**config.mk**
```make
export PLATFORM = sky130hd
export DESIGN_NAME = caf_search_ctrl
export DESIGN_NICKNAME = d
export VERILOG_FILES = /design/src/rtl/caf_pkg.sv /design/src/rtl/peak_tracker.sv /design/src/rtl/caf_search_ctrl.sv
export SDC_FILE = /design/constraint.sdc
export NUM_CORES = 1
export LEC_CHECK = 0
export CAP_MARGIN = 25
export CELL_PAD_IN_SITES_DETAIL_PLACEMENT = 1
export CELL_PAD_IN_SITES_GLOBAL_PLACEMENT = 2
export CORE_MARGIN = 2
export CORE_UTILIZATION = 27
export DETAILED_ROUTE_END_ITERATION = 6
export PLACE_DENSITY = 0.93
export SYNTH_ARGS = -nofsm -noshare
export SYNTH_HDL_FRONTEND = slang
export SYNTH_SLANG_ARGS = --single-unit
```
**constraint.sdc**
```tcl
create_clock -name clk -period 4 [get_ports clk]
set_clock_uncertainty 0.05 [all_clocks]
set_input_delay 0.8 -clock clk [delete_from_list [all_inputs] [get_ports clk]]
set_output_delay 0.8 -clock clk [all_outputs]
set_load 0.005 [all_outputs]
```
**src/rtl/caf_pkg.sv**
```systemverilog
// Shared state encoding and default widths for the frequency-bin search controller.
package caf_pkg;

    typedef enum logic [2:0] {
        IDLE,
        SETTLE,
        STREAM,
        WAIT_RES,
        UPDATE,
        DONE
    } state_t;

    localparam int unsigned BUFFER_LENGTH = 10;
    localparam int unsigned INDEX_BITS    = 4;
    localparam int unsigned OUT_MAX_BITS  = 4;
    localparam int unsigned I_BITS        = 12;
    localparam int unsigned Q_BITS        = 12;
    localparam int unsigned FREQ_BITS     = 6;
    localparam int unsigned SETTLE_CYCLES = 4;

endpackage

```
**src/rtl/peak_tracker.sv**
```systemverilog
// Holds the latest per-bin argmax result and the running global peak across bins.
module peak_tracker
    import caf_pkg::*;
#(
    parameter int unsigned index_bits   = INDEX_BITS,
    parameter int unsigned out_max_bits = OUT_MAX_BITS,
    parameter int unsigned freq_bits    = FREQ_BITS
) (
    input  logic                    clk,
    input  logic                    rst_n,
    input  logic                    clear,
    input  logic                    capture,
    input  logic                    update,
    input  logic [out_max_bits-1:0] cand_max,
    input  logic [index_bits-1:0]   cand_index,
    input  logic [freq_bits-1:0]    bin,
    output logic [out_max_bits-1:0] best_max,
    output logic [index_bits-1:0]   best_index,
    output logic [freq_bits-1:0]    best_bin
);

    logic [out_max_bits-1:0] res_max;
    logic [index_bits-1:0]   res_index;

    always_ff @(posedge clk or negedge rst_n) begin
        if (!rst_n) begin
            res_max    <= '0;
            res_index  <= '0;
            best_max   <= '0;
            best_index <= '0;
            best_bin   <= '0;
        end else begin
            if (capture) begin
                res_max   <= cand_max;
                res_index <= cand_index;
            end
            // Strict compare: a tie keeps the earlier bin.
            if (clear) begin
                best_max   <= '0;
                best_index <= '0;
                best_bin   <= '0;
            end else if (update && (res_max > best_max)) begin
                best_max   <= res_max;
                best_index <= res_index;
                best_bin   <= bin;
            end
        end
    end

endmodule

```
**src/rtl/caf_search_ctrl.sv**
```systemverilog
// Steps freq_sel across bins, streams one buffer per bin into the argmax engine
// and reports the strongest peak over the whole search.
module caf_search_ctrl
    import caf_pkg::*;
#(
    parameter int unsigned buffer_length = BUFFER_LENGTH,
    parameter int unsigned index_bits    = INDEX_BITS,
    parameter int unsigned out_max_bits  = OUT_MAX_BITS,
    parameter int unsigned i_bits        = I_BITS,
    parameter int unsigned q_bits        = Q_BITS,
    parameter int unsigned freq_bits     = FREQ_BITS,
    parameter int unsigned settle_cycles = SETTLE_CYCLES
) (
    input  logic                    clk,
    input  logic                    rst_n,
    input  logic                    start,
    input  logic [freq_bits-1:0]    num_bins,
    output logic                    busy,
    output logic [freq_bits-1:0]    freq_sel,
    input  logic                    m_axis_tvalid,
    input  logic signed [i_bits-1:0] xi,
    input  logic signed [q_bits-1:0] xq,
    output logic                    s_axis_tready,
    output logic                    am_tvalid,
    output logic [i_bits-1:0]       am_xi,
    output logic [q_bits-1:0]       am_xq,
    input  logic                    am_tready,
    input  logic                    am_result_valid,
    input  logic [out_max_bits-1:0] am_out_max,
    input  logic [index_bits-1:0]   am_index,
    output logic                    am_result_ready,
    input  logic                    m_axis_tready,
    output logic                    s_axis_tvalid,
    output logic [out_max_bits-1:0] best_max,
    output logic [index_bits-1:0]   best_index,
    output logic [freq_bits-1:0]    best_bin
);

    localparam int unsigned CNT_BITS = $clog2(buffer_length + 1);
    localparam int unsigned SET_BITS = $clog2(settle_cycles + 1);
    localparam logic [CNT_BITS-1:0] LAST_SAMPLE = CNT_BITS'(buffer_length - 1);
    localparam logic [SET_BITS-1:0] LAST_SETTLE = SET_BITS'(settle_cycles - 1);

    state_t               state, state_next;
    logic [freq_bits-1:0] num_bins_q;
    logic [freq_bits-1:0] last_sel;
    logic [CNT_BITS-1:0]  sample_cnt;
    logic [SET_BITS-1:0]  settle_cnt;
    logic                 launch, capture, update, xfer, last_bin;

    assign busy     = (state != IDLE);
    assign last_sel = num_bins_q - 1'b1;
    assign last_bin = (freq_sel == last_sel);

    always_ff @(posedge clk or negedge rst_n) begin
        if (!rst_n) state <= IDLE;
        else        state <= state_next;
    end

    always_comb begin
        state_next      = state;
        s_axis_tready   = 1'b0;
        am_tvalid       = 1'b0;
        am_xi           = '0;
        am_xq           = '0;
        am_result_ready = 1'b0;
        s_axis_tvalid   = 1'b0;
        launch          = 1'b0;
        capture         = 1'b0;
        update          = 1'b0;
        xfer            = 1'b0;
        unique case (state)
            IDLE: begin
                if (start && (num_bins != '0)) begin
                    launch     = 1'b1;
                    state_next = SETTLE;
                end
            end
            SETTLE: begin
                if (settle_cnt == LAST_SETTLE) state_next = STREAM;
            end
            STREAM: begin
                am_xi         = xi;
                am_xq         = xq;
                am_tvalid     = m_axis_tvalid;
                s_axis_tready = am_tready;
                xfer          = m_axis_tvalid && am_tready;
                if (xfer && (sample_cnt == LAST_SAMPLE)) state_next = WAIT_RES;
            end
            WAIT_RES: begin
                am_result_ready = 1'b1;
                if (am_result_valid) begin
                    capture    = 1'b1;
                    state_next = UPDATE;
                end
            end
            UPDATE: begin
                update     = 1'b1;
                state_next = last_bin ? DONE : SETTLE;
            end
            DONE: begin
                s_axis_tvalid = 1'b1;
                if (m_axis_tready) state_next = IDLE;
            end
            default: state_next = IDLE;
        endcase
    end

    always_ff @(posedge clk or negedge rst_n) begin
        if (!rst_n) begin
            num_bins_q <= '0;
            freq_sel   <= '0;
            sample_cnt <= '0;
            settle_cnt <= '0;
        end else begin
            if (launch) begin
                num_bins_q <= num_bins;
                freq_sel   <= '0;
            end else if (update && !last_bin) begin
                freq_sel <= freq_sel + 1'b1;
            end
            settle_cnt <= (state == SETTLE) ? settle_cnt + 1'b1 : '0;
            if ((state != STREAM) && (state_next == STREAM)) sample_cnt <= '0;
            else if (xfer)                                   sample_cnt <= sample_cnt + 1'b1;
        end
    end

    peak_tracker #(
        .index_bits  (index_bits),
        .out_max_bits(out_max_bits),
        .freq_bits   (freq_bits)
    ) u_peak (
        .clk       (clk),
        .rst_n     (rst_n),
        .clear     (launch),
        .capture   (capture),
        .update    (update),
        .cand_max  (am_out_max),
        .cand_index(am_index),
        .bin       (freq_sel),
        .best_max  (best_max),
        .best_index(best_index),
        .best_bin  (best_bin)
    );

endmodule

```
======== Word level (Yosys, flattened, before mapping) ========
Index checks and enable logic that the tools add are counted.
operators by class
  $lt $le $gt $ge ......................... 1
  eq/ne operators ......................... 10
  $add $sub $neg .......................... 4
  reduce and logical (&&, ||, !) cells .... 13
  muxes and demuxes ....................... 30
operator list
  kind                 number
  $mux 12              2
  $mux 4               6
  $mux 6               4
  $mux 3               7
  $pmux 3 s6           1
  $eq 3x2->1 const B   4
  $mux 1               10
  $add 6x1->6 const B  1
  $eq 3x3->1 const B   2
  $eq 6x6->1           1
  $logic_and 1x1->1    6
  $reduce_bool 2->1    3
  $reduce_bool 6->1    1
  $sub 6x1->6 const B  1
  $add 4x1->4 const B  1
  $eq 4x4->1 const B   1
  $gt 4x4->1           1
  $add 3x1->3 const B  1
  $eq 3x1->1 const B   1
  $logic_not 3->1      1
  $ne 3x2->1 const B   1
  $reduce_bool 3->1    1
  $logic_not 1->1      1
word-level totals
  word-level logic and storage cells ...... 68
  output and inout port bits .............. 49
  flip-flop bits (word level) ............. 44
  input port bits ......................... 45

======== Depth between registers and ports, before layout ========
  word-level depth ........................ 7
  gate-level depth with buffers ........... 9
  mapped depth without buffers ............ 8

======== By module ========
From an unflattened synthesis, not the netlist that was laid out.
second synthesis, totals
  cells, all modules ...................... 253
  area total of the unflattened synthesis .. 2,611.3 µm²
modules (own cells, without submodules)
  module           area an instance (µm²)  instances  sequential area each (µm²)  cells an instance
  caf_search_ctrl  1,500.2                 1          550.5                       161
  peak_tracker     1,111.1                 1          550.5                       92

======== Least setup slack after synthesis ========
No wires, ideal clock.
  path type ............................... register to output
  start ................................... register state[0]
  end ..................................... output port am_tvalid
  cell stages (with the launch flop) ...... 4
  arrival time ............................ 1,098 ps
  slack ................................... 2,052 ps
  required time ........................... 3,150 ps
  path through ............................ dfrtp_1 -> nor3b_4 -> clkbuf_1 -> and2_1
between the ends
  cells in the longest elaborated chain, start to end .. 2
RTL lines
  what                    line                   source
  from (decl)             caf_search_ctrl.sv:44  state_t state, state_next;
  from (signal assigned)  caf_search_ctrl.sv:57  else state <= state_next;
  $eq 3x2->1              caf_search_ctrl.sv:72  unique case (state)
  $mux 1                  caf_search_ctrl.sv:72
  to (decl)               caf_search_ctrl.sv:24  output logic am_tvalid,
No other way between the ends.

======== Worst setup path after layout ========
  start ................................... register state[1]
  end ..................................... output port am_xq[3]
between the ends
  cells in the longest elaborated chain, start to end .. 2
RTL lines
  what        line                   source
  $eq 3x2->1  caf_search_ctrl.sv:72
  $mux 12     caf_search_ctrl.sv:72
  to (decl)   caf_search_ctrl.sv:26  output logic [q_bits-1:0] am_xq,
No other way between the ends.

==> flow_metrics.tcl <==
set metrics [dict create \
    worstSetupStartpointType "flop" \
    rr_endpoint "num_bins_q[2]" \
    wire_per_inst_um 13.98 \
    grt_pass1_vias 2187 \
    drive_above_1_share_pct 9.063 \
    yosys_warnings 0 \
    vias_per_cell 4.624 \
    maxCapViolations 0 \
    grt-ovfl-total 0 \
    worst_pin_slew_ps 721.4 \
    reg2reg_from "state[0]" \
    fmax_mhz 330.5 \
    min-delay-start "settle_cnt[0]" \
    synth_edf_count 0 \
    antenna_found_initial 0 \
    cts_root_buf "clkbuf_8" \
    diodes 0 \
    grt_use_total_pct 13.36 \
    dp_slack_ps 1230 \
    h-tree-depth 2 \
    seqPwrFrac_pct 41.9 \
    cts_sinks 44 \
    rsz0062_at_grt "false" \
    path_max_fanout 28 \
    path_buf_inv 1 \
    ys_ff_latch 44 \
    start_util_pct 27.50 \
    clock_latency_ps 290 \
    die_h_um 97.56 \
    syn-cell-area_um2 2364 \
    die_area_um2 9518 \
    post-route-min-period_ps 3026 \
    status "finished clean" \
    path_delay_family "simple AND/OR/NAND/NOR gates" \
    cpPeakStageDelay_ps 670 \
    final-max-slew-violation-count 0 \
    cts_inserted_buffers 5 \
    drc 0 \
    cts_buffer_depth 2 \
    worstPathRequired_ps 3150 \
    grt_max_degree 45 \
    register_area_um2 1101 \
    total_power_uw 1608 \
    synthesis.nets 294 \
    hold_viol 0 \
    fin_hold_ws_ps 403.2 \
    synthArstFlopShare_pct 100.0 \
    post_cts.repair.setup_buffers 0 \
    fin_ws_ps 974.4 \
    rrSetupSlack_ps 1930 \
    path_depth 3 \
    io_buffers 93 \
    drt_first_pass_iters 4 \
    mostFrequentLayoutCells "92 x clkdlybuf4s50_1, 44 x dfrtp_1, 33 x nand2_1, 29 x and2_1, 17 x inv_1" \
    grt_pass1_wl_um 10340 \
    r2r_cells 3 \
    p_clk_share_pct 21.4 \
    syn2layout_area_growth_pct 48.02 \
    synth.distinct_cells 42 \
    synth-seq-area-share_pct 46.59 \
    arrival_ps 2180 \
    multiInputGateArea_um2 1134 \
    via_count 2030 \
    p_switching_uw 536.0 \
    synthCells 239 \
    gp_congestion 0.7411 \
    cts_resized 0 \
    finish.utilization_pct 40.71 \
    end_kind "output pin" \
    final_nets 385 \
    ant_nets 0 \
    fin_crit_sh_pct 75.64 \
    slowest_stage "nor3b_4" \
    internal_power_uw 1072 \
    setup_viol 0 \
    drt-total-wl_um 6137 \
    whs_path_depth 1 \
    slew_headroom_pct 51.86 \
    syn_area_per_cell_um2 9.889 \
    drt_iter0_markers 29 \
    ctsHoldBuffers 0 \
    p_leak_uw 0.001480 \
    dp_hpwl_um 4709 \
    critical_path_class "flop to output pin" \
    min_to "settle_cnt[0]" \
    p_sw_share_pct 33.33 \
    final_common_cell "clkdlybuf4s50_1" \
    setup_tns_ps 0 \
    cp_cell_sequence "nor3b_4 > and2_1 > clkdlybuf4s50_1" \
    irDropWorstVdd_v 0.0001930 \
    pin_count 94 \
    path_clk_slew_ps 90 \
    p_per_area_nw_per_um2 459.8 \
    nFillCells 990 \
    cts_tree "built" \
    hold_class "flop to flop" \
    die_w_um 97.56 \
    combPwrFrac_pct 36.7 \
    synth_ff_type "dfrtp_1" \
    rows 34 \
    floorplan.core_area_um2 8593 \
]
[state kept, by name, indices dropped and copies added, names as in the netlist]
signal,cells
num_bins_q,6
settle_cnt,3
u_peak.best_index,4
u_peak.best_max,4
freq_sel,6
state,3
sample_cnt,4
u_peak.best_bin,6
u_peak.res_max,4
u_peak.res_index,4
[how the worst max path moves through the flow]
stage / to / from / slack [ps]
floorplan: am_tvalid / state[0] / 2050
global placement: am_xq[2] / xq[2] / 1240
detailed placement: am_xq[2] / xq[2] / 1230
CTS: am_xq[3] / state[1] / 910
global route: am_xi[1] / state[1] / 760
finish: am_xq[3] / state[1] / 970
[power by group through the flow]
stage	sequential [uW]	clock, uW	combinational [uW]
after detailed placement	685	0	593
after global placement	677	0	570
after CTS	676	359	600
final	673	345	590
after floorplan	655	0	378
after global routing	692	379	667
[through the flow]
| step | instances | cell area (um^2) |
|---|---|---|
| 2_1_floorplan | 239 | 2364 |
| 3_3_place_gp | 430 | 3359 |
| 3_5_place_dp | 430 | 3359 |
| 4_1_cts | 438 | 3471 |
| 5_1_grt | 439 | 3498 |
| 6_report | 439 | 3498 |
[cell usage after synthesis, drive strengths merged, types with 2 or more instances]
cell type	number	area share, %
a21oi	2	0.42
clkbuf	4	0.64
a211oi	2	0.64
nor2	10	1.6
inv	17	2.7
o21ai	17	3.8
and3	2	0.53
nand2	34	5.5
xor2	7	2.6
buf	6	2.1
mux2	13	6.2
nand3	7	1.7
o211ai	4	1.3
and2	29	7.7
and2b	2	0.64
xnor2	3	1.1
ha	10	5.3
dfrtp	44	47
nor2b	2	0.53
nand4	3	0.79
nor3	3	0.64
o31ai	3	0.95
[cell type report]
type,instances,share of cell area (%)
multi-input cells,168,32.40
well taps,108,3.863
clock buffers,5,1.967
clock inverters,3,1.216
flip-flops and latches,44,31.47
repair buffers,94,27.25
inverters,17,1.824
[worst reg2reg max path, stage by stage, from the launching register on]
cell and delay, ps:
dfrtp_1 460, nor3_1 420, nand3_2 560, mux2_2 480
[per-layer routing]
| metal | vias to the layer above | GRT usage [%] | wire length [um] |
|---|---|---|---|
| met4 | 0 | 2.564 | 28 |
| met1 | 965 | 15.62 | 2573 |
| li1 | 980 | - | - |
| met5 | - | 0 | 0 |
| met2 | 83 | 22.60 | 2949 |
| met3 | 2 | 6.259 | 585 |
[cell families after synthesis]
kind of cell,after synthesis,synth area share (%)
buffers and inverters,27,5.452
xor gates and xnor gates,10,3.706
DFF,44,46.59
AOI/OAI and AO/OA,37,10.69
adders and majority gates,10,5.294
muxes,14,6.617
and+or+nand+nor,97,21.65
Note: power is estimated with default switching activity, not from simulation.
